### config.mk
export PLATFORM = sky130hd
export DESIGN_NAME = riscv_dmarb
export DESIGN_NICKNAME = d
export VERILOG_FILES = /design/src/rtl/riscv_dmarb.sv
export SDC_FILE = /design/constraint.sdc
export NUM_CORES = 1
export LEC_CHECK = 0
export CORE_AREA = 2 2 208 210
export DETAILED_ROUTE_END_ITERATION = 12
export DIE_AREA = 0 0 210 212
export PLACE_DENSITY_LB_ADDON = 0.25
export SYNTH_ARGS = -nofsm -noshare
export SYNTH_HDL_FRONTEND = slang
export SYNTH_SLANG_ARGS = --single-unit
### constraint.sdc
create_clock -name i_riscv_dmarb_clk -period 6.8 [get_ports i_riscv_dmarb_clk]
set_clock_uncertainty 0.1 [all_clocks]
set_input_delay 1.7 -clock i_riscv_dmarb_clk [delete_from_list [all_inputs] [get_ports i_riscv_dmarb_clk]]
set_output_delay 1.7 -clock i_riscv_dmarb_clk [all_outputs]
set_load 0.02 [all_outputs]
### src/rtl/riscv_dmarb.sv
// riscv_dmarb: shares the single data-memory port between the core LSU (port C)
// and the page-table walker (port P). Round-robin arbitration, one registered
// access per two cycles, and misaligned or out-of-range accesses are answered
// with an error without ever reaching the memory.
//
// Handshake: on each port, req is the valid and gnt is the ready. A transfer
// happens in a cycle where both are high. The requester holds req and its
// payload stable until it sees gnt. The response is a single-cycle rvalid pulse
// with err qualified by it and has no back-pressure. rdata is shared and
// belongs to whichever port's rvalid is high.
module riscv_dmarb #(
  parameter int MEM_SIZE = 64
) (
  input  logic        i_riscv_dmarb_clk,
  input  logic        i_riscv_dmarb_rst,
  input  logic        i_riscv_dmarb_c_req,
  input  logic        i_riscv_dmarb_p_req,
  input  logic        i_riscv_dmarb_c_we,
  input  logic        i_riscv_dmarb_p_we,
  input  logic [1:0]  i_riscv_dmarb_c_sel,
  input  logic [1:0]  i_riscv_dmarb_p_sel,
  input  logic [63:0] i_riscv_dmarb_c_addr,
  input  logic [63:0] i_riscv_dmarb_p_addr,
  input  logic [63:0] i_riscv_dmarb_c_wdata,
  input  logic [63:0] i_riscv_dmarb_p_wdata,
  output logic        o_riscv_dmarb_c_gnt,
  output logic        o_riscv_dmarb_p_gnt,
  output logic        o_riscv_dmarb_c_rvalid,
  output logic        o_riscv_dmarb_p_rvalid,
  output logic        o_riscv_dmarb_c_err,
  output logic        o_riscv_dmarb_p_err,
  output logic [63:0] o_riscv_dmarb_rdata,
  output logic        o_riscv_dmarb_dm_wen,
  output logic [1:0]  o_riscv_dmarb_dm_sel,
  output logic [63:0] o_riscv_dmarb_dm_addr,
  output logic [63:0] o_riscv_dmarb_dm_wdata,
  input  logic [63:0] i_riscv_dmarb_dm_rdata,
  output logic        o_riscv_dmarb_dbg_state
);

  typedef enum logic {
    IDLE   = 1'b0,
    ACCESS = 1'b1
  } state_t;

  localparam logic PORT_C = 1'b0;
  localparam logic PORT_P = 1'b1;

  state_t      state;
  logic        last;
  logic        req_we;
  logic [1:0]  req_sel;
  logic [63:0] req_addr;
  logic [63:0] req_wdata;
  logic        req_owner;

  logic        idle_ok;
  logic        gnt_c;
  logic        gnt_p;
  logic [3:0]  size_bytes;
  logic [64:0] end_addr;
  logic        mis;
  logic        rng;
  logic        err;

  // Error check on the registered request; 65-bit end address so a request
  // near the top of the address space cannot wrap back into range.
  always_comb begin
    size_bytes = 4'd1 << req_sel;
    end_addr   = {1'b0, req_addr} + {61'd0, size_bytes} - 65'd1;
    rng        = (end_addr >= 65'(MEM_SIZE));
    mis        = 1'b0;
    case (req_sel)
      2'b00: mis = 1'b0;
      2'b01: mis = req_addr[0];
      2'b10: mis = |req_addr[1:0];
      2'b11: mis = |req_addr[2:0];
    endcase
    err = mis | rng;
  end

  // Round-robin grant: only in IDLE, a lone requester always wins, and on
  // contention the port that was not granted last goes first.
  assign idle_ok = (state == IDLE) & ~i_riscv_dmarb_rst;
  assign gnt_c   = idle_ok & i_riscv_dmarb_c_req & (~i_riscv_dmarb_p_req | (last == PORT_P));
  assign gnt_p   = idle_ok & i_riscv_dmarb_p_req & (~i_riscv_dmarb_c_req | (last == PORT_C));

  assign o_riscv_dmarb_c_gnt = gnt_c;
  assign o_riscv_dmarb_p_gnt = gnt_p;

  // Memory port is driven straight from the request registers; the write is
  // suppressed on error and the moment reset is raised mid-access.
  assign o_riscv_dmarb_dm_addr   = req_addr;
  assign o_riscv_dmarb_dm_sel    = req_sel;
  assign o_riscv_dmarb_dm_wdata  = req_wdata;
  assign o_riscv_dmarb_dm_wen    = (state == ACCESS) & req_we & ~err & ~i_riscv_dmarb_rst;
  assign o_riscv_dmarb_dbg_state = (state == ACCESS);

  // Access sequencer: capture the granted request, run one ACCESS cycle, then
  // register the response and pulse the owner's rvalid.
  always_ff @(posedge i_riscv_dmarb_clk) begin
    if (i_riscv_dmarb_rst) begin
      state                  <= IDLE;
      last                   <= PORT_P;
      req_we                 <= 1'b0;
      req_sel                <= 2'b00;
      req_addr               <= 64'd0;
      req_wdata              <= 64'd0;
      req_owner              <= PORT_C;
      o_riscv_dmarb_c_rvalid <= 1'b0;
      o_riscv_dmarb_p_rvalid <= 1'b0;
      o_riscv_dmarb_c_err    <= 1'b0;
      o_riscv_dmarb_p_err    <= 1'b0;
      o_riscv_dmarb_rdata    <= 64'd0;
    end else begin
      o_riscv_dmarb_c_rvalid <= 1'b0;
      o_riscv_dmarb_p_rvalid <= 1'b0;
      o_riscv_dmarb_c_err    <= 1'b0;
      o_riscv_dmarb_p_err    <= 1'b0;
      case (state)
        IDLE: begin
          if (gnt_c | gnt_p) begin
            state     <= ACCESS;
            req_we    <= gnt_p ? i_riscv_dmarb_p_we    : i_riscv_dmarb_c_we;
            req_sel   <= gnt_p ? i_riscv_dmarb_p_sel   : i_riscv_dmarb_c_sel;
            req_addr  <= gnt_p ? i_riscv_dmarb_p_addr  : i_riscv_dmarb_c_addr;
            req_wdata <= gnt_p ? i_riscv_dmarb_p_wdata : i_riscv_dmarb_c_wdata;
            req_owner <= gnt_p;
            last      <= gnt_p;
          end
        end
        ACCESS: begin
          state               <= IDLE;
          o_riscv_dmarb_rdata <= (~req_we & ~err) ? i_riscv_dmarb_dm_rdata : 64'd0;
          if (req_owner == PORT_P) begin
            o_riscv_dmarb_p_rvalid <= 1'b1;
            o_riscv_dmarb_p_err    <= err;
          end else begin
            o_riscv_dmarb_c_rvalid <= 1'b1;
            o_riscv_dmarb_c_err    <= err;
          end
        end
      endcase
    end
  end

endmodule

After elaboration in Yosys (flattened, before gate mapping) --
Cells that the tools add are included. Widths: inputs -> output; s select.
Storage, ports and cells: register bits after elaboration 202, input bits 330, output and inout port bits 202, word-level logic and storage cells 57
Cells by class: add/subtract/negate cells 2, $lt $le $gt $ge 1, equality and inequality tests 3, shift operators 1, multiplexer cells 10, bitwise gates (word level) 21, reductions and logical operators 7
Operators by type and width (number):
- $mux 64 | 3
- $add 64x4->65 | 1
- $ge 65x7->1 const B | 1
- $sub 65x1->65 const B | 1
- $and 1x1->1 | 9
- $reduce_or 3->1 | 3
- $not 1->1 | 8
- $eq 2x2->1 const B | 2
- $mux 1 | 4
- $or 1x1->1 | 4
- $pmux 1 s4 | 1
- $reduce_or 2->1 | 2
- $shl 1x2->4 const A | 1
- $eq 2x1->1 const B | 1
- $logic_not 2->1 | 1
- $mux 2 | 1
- $pmux 1 s2 | 1
- $reduce_and 2->1 | 1

Logic depth before layout (Yosys ltp) --
word-level depth 8, mapped depth 18, depth with buffers taken out 17

Least setup slack after synthesis --
OpenSTA, ideal clock, no wires.
path kind register to output, start point register req_sel[1] (netlist: o_riscv_dmarb_dm_sel[1]), end point output port o_riscv_dmarb_dm_wen, arrival time 4.321 ns, data required time 5.000 ns, slack 0.679 ns, cell stages (with the launch flop) 18, buffers on the path 0, cell sequence dfxtp_1 -> or2_2 -> ha_1 -> inv_1 -> ha_1 -> inv_1 -> fa_1 -> nand2b_1 -> a21o_1 -> a2111o_1 -> a21oi_4 -> nor4_2 -> or2_1 -> or4_2 -> mux2_2 -> nand4_1 -> and4b_1 -> and4_1
Between the ends: longest elaborated chain between the ends 8, elaborated cells on any way between the ends 13, those cells by class add/sub: 2; order compare: 1; eq/ne: 3; shift: 1; mux: 1; bitwise: 4; reduce/logical: 1
RTL lines:
- start: declaration | line 52 | logic [1:0] req_sel;
- start signal: assignment | line 125 | req_sel <= gnt_p ? i_riscv_dmarb_p_sel : i_riscv_dmarb_c_sel;
- $shl 1x2->4 | line 69 | size_bytes = 4'd1 << req_sel;
- $add 64x4->65 | line 70 | end_addr = {1'b0, req_addr} + {61'd0, size_bytes} - 65'd1;
- $sub 65x1->65 | line 70
- $ge 65x7->1 | line 71 | rng = (end_addr >= 65'(MEM_SIZE));
- $or 1x1->1 (*) | line 79 | err = mis | rng;
- $not 1->1 (*) | line 96 | assign o_riscv_dmarb_dm_wen = (state == ACCESS) & req_we & ~err & ~i_riscv_dmarb_rst;
- $and 1x1->1 (*) (2 in series) | line 96
- end: declaration | line 33 | output logic o_riscv_dmarb_dm_wen,
Every way passes the cells marked *; elsewhere a longest branch is shown, timed or not.

Final worst setup path --
start point register req_addr[17] (netlist: o_riscv_dmarb_dm_addr[17]), end point output port o_riscv_dmarb_dm_wen
Between the ends: longest elaborated chain between the ends 7
RTL lines:
- start: declaration | line 53 | logic [63:0] req_addr;
- start signal: assignment | line 126 | req_addr <= gnt_p ? i_riscv_dmarb_p_addr : i_riscv_dmarb_c_addr;
- $add 64x4->65 | line 70
- $sub 65x1->65 | line 70
- $ge 65x7->1 | line 71
- $or 1x1->1 | line 79
- $not 1->1 | line 96
- $and 1x1->1 (2 in series) | line 96
No other way between the ends.

==> impl_metrics.tcl <==
set metrics [dict create \
    clk_latency_ps 550 \
    drv_cap 0 \
    syn_nets 2175 \
    final_cell_mix "clkdlybuf4s50_1, nand2_1, dfxtp_1" \
    die_w_um 210 \
    cp_data_arrival_time_ps 4880 \
    finalSetupTns_ps 0 \
    critical_path_required_ps 5000 \
    grt_pass1_wl_mm 91.1 \
    vias_per_cell 5.63 \
    route.detailed.drc 0 \
    path_max_fanout 8 \
    grt_max_degree 95 \
    first_global_vias 15096 \
    final_common_cell "clkdlybuf4s50_1" \
    cts_inserted_buffers 24 \
    ff2ff_path_depth 14 \
    netlist_area_mm2 0.0134 \
    leakagePower_nw 7.44 \
    antenna_found_initial 0 \
    yosys_warnings 0 \
    min_to "o_riscv_dmarb_c_rvalid" \
    portBuffers 531 \
    vias 15805 \
    hold_path_depth 1 \
    nets 2642 \
    hold_viol 0 \
    synth_top_area_share_pct 30.2 \
    setup_viol 0 \
    fin_crit_sh_pct 98.2 \
    drive_above_1_share_pct 5.93 \
    postSynthAreaPerCell_um2 7.53 \
    path_class "reg -> out" \
    wl_per_cell_um 21.8 \
    antenna_left 0 \
    p_per_area_mw_per_mm2 245 \
    drt-initial-drc-count 1379 \
    rr_startpoint "o_riscv_dmarb_dm_addr[17]" \
    die_y_um 212 \
    hold_buffers 0 \
    rrSetupSlack_ps 1620 \
    synthTopCellsByArea "dfxtp_1, nand2_1, a311oi_1" \
    reg2reg_to "o_riscv_dmarb_rdata[29]" \
    async_flop_share_pct 0 \
    h-tree-depth 1 \
    cts_sinks 202 \
    outcome "finished, final reports clean" \
    grt_usage_pct 26.1 \
    hold_ws_ps 361 \
    ioPinCount 532 \
    netlist-cell-type-count 98 \
    grt_overflow 0 \
    synth-main-ff-cell "dfxtp_1" \
    synth_seq_cells 202 \
    synth_seq_area_share_pct 30.2 \
    start_util_pct 31.5 \
    min_period_ps 6680 \
    syn_inst 1777 \
    fmax_mhz 150 \
    num_antenna_cells 0 \
    place.gp.congestion 0.995 \
    crit_path_start_kind "register" \
    coreArea_mm2 0.0425 \
    cts_buffer_depth 3 \
    syn_to_final_growth_pct 48.6 \
    hp-class "reg -> reg" \
    cts_tree "yes" \
    rows 76 \
    cts_root_buf "clkbuf_16" \
    tightest_slew_ps 927 \
    clkSlewWorstSetupHoldPaths_ps 60 \
    yosys.area.top_type "dfxtp_1" \
    vdd_drop_max_mv 0.162 \
    end_kind "output port" \
    hold_start "req_owner" \
    drt-total-wl_mm 61.2 \
    dp_hpwl_mm 48.5 \
    drv_slew 0 \
    relSlewSlack_pct 37.6 \
    synth_edf_count 0 \
    die_area_mm2 0.0445 \
    firstDrtPassIters 5 \
]
[routing by layer]
metal	global-route usage (%)	up-vias	part of all wire, %
met2	43.9	749	47
li1	-	7413	-
met3	5.88	101	8.1
met4	8.73	0	3.2
met1	33.1	7542	42
met5	0	-	0
[critical path: stages (launching register included)]
cell and delay, ps:
dfxtp_1 400, inv_1 70, ha_1 420, a21oi_1 260, o21ai_0 270, a221oi_1 620
a21oi_1 260, o31ai_1 650, a21boi_0 290, o221ai_1 270, and4b_1 230, and4b_2 280
and4_1 170, buf_6 130
[worst max path at each step]
stage | start | to | slack, ps
finish | o_riscv_dmarb_dm_addr[17] | o_riscv_dmarb_dm_wen | 120
detailed placement | o_riscv_dmarb_dm_sel[0] | o_riscv_dmarb_dm_wen | 240
global route | o_riscv_dmarb_dm_sel[1] | o_riscv_dmarb_dm_wen | -30
global placement | o_riscv_dmarb_dm_sel[0] | o_riscv_dmarb_dm_wen | 290
floorplan | o_riscv_dmarb_dm_sel[1] | o_riscv_dmarb_dm_wen | 680
CTS | o_riscv_dmarb_dm_sel[1] | o_riscv_dmarb_dm_wen | 2
[state kept, by name, indices dropped and copies added (netlist names), 2 cells and up]
signal,count
o_riscv_dmarb_dm_addr,64
o_riscv_dmarb_dm_wdata,64
o_riscv_dmarb_rdata,64
o_riscv_dmarb_dm_sel,2
[synthesized netlist by cell type, types with 11 or more instances]
library cell and instances:
inv_1 90, nor2_1 201, xor2_1 11, o21ai_1 13, xnor2_1 13, o21a_1 11
a211oi_1 11, a22o_1 64, clkbuf_1 78, a311oi_1 132, nand3_1 27, dfxtp_1 202
a21oi_1 104, nand2_1 374, nand4_1 37, nor3_1 21, buf_6 15, ha_1 67
o21ai_0 67
[per-stage QoR]
stage | worst slack, ps | cell area (µm²) | std cells | power (mW) | utilization [%]
CTS | 2.08 | 19800 | 2805 | 4.81 | 46.5
detailed placement | 243 | 18900 | 2757 | 3.47 | 44.5
global route | -28.2 | 19900 | 2805 | 5.10 | 46.7
global placement | 286 | 18900 | 2757 | 3.48 | 44.5
finish | 122 | 19900 | 2805 | 4.86 | 46.7
floorplan | 679 | 13400 | 1777 | 2.64 | -
[timing repair]
| action | CTS | global route |
|---|---|---|
| buffers inserted | 7 | 0 |
| gates resized for setup | 11 | 19 |
| endpoints found under the setup margin | 1 | 1 |
| pin swaps | 6 | 6 |
| gates cloned | 0 | 0 |
[layout make-up]
class                   count  area (µm²)
fillers                  4237       22600
well taps                 546         683
repair buffers            560        5530
clock buffers              32         702
multi-input cells        1364        8480
inverters                  92         348
clock inverters             9        80.1
flip-flops and latches    202        4050
[power by group]
part,internal (mW),switching [mW],total (mW)
Sequential,1.25,0.0638,1.32
Combinational,0.865,1.38,2.25
Clock,0.758,0.537,1.30
[kinds of logic (layout without fill, tap and decap cells)]
logic type                 count (synthesis)  in the layout  synth area share (%)
and+or+nand+nor                          736            736                  24.2
xor gates and xnor gates                  24             24                  1.57
muxes                                      6              6                 0.458
adders and majority gates                 68             68                  6.42
buffers and inverters                    211            693                  7.52
DFF                                      202            202                  30.2
AOI/OAI and AO/OA                        530            530                  29.6
(Power assumes the default switching activity.)
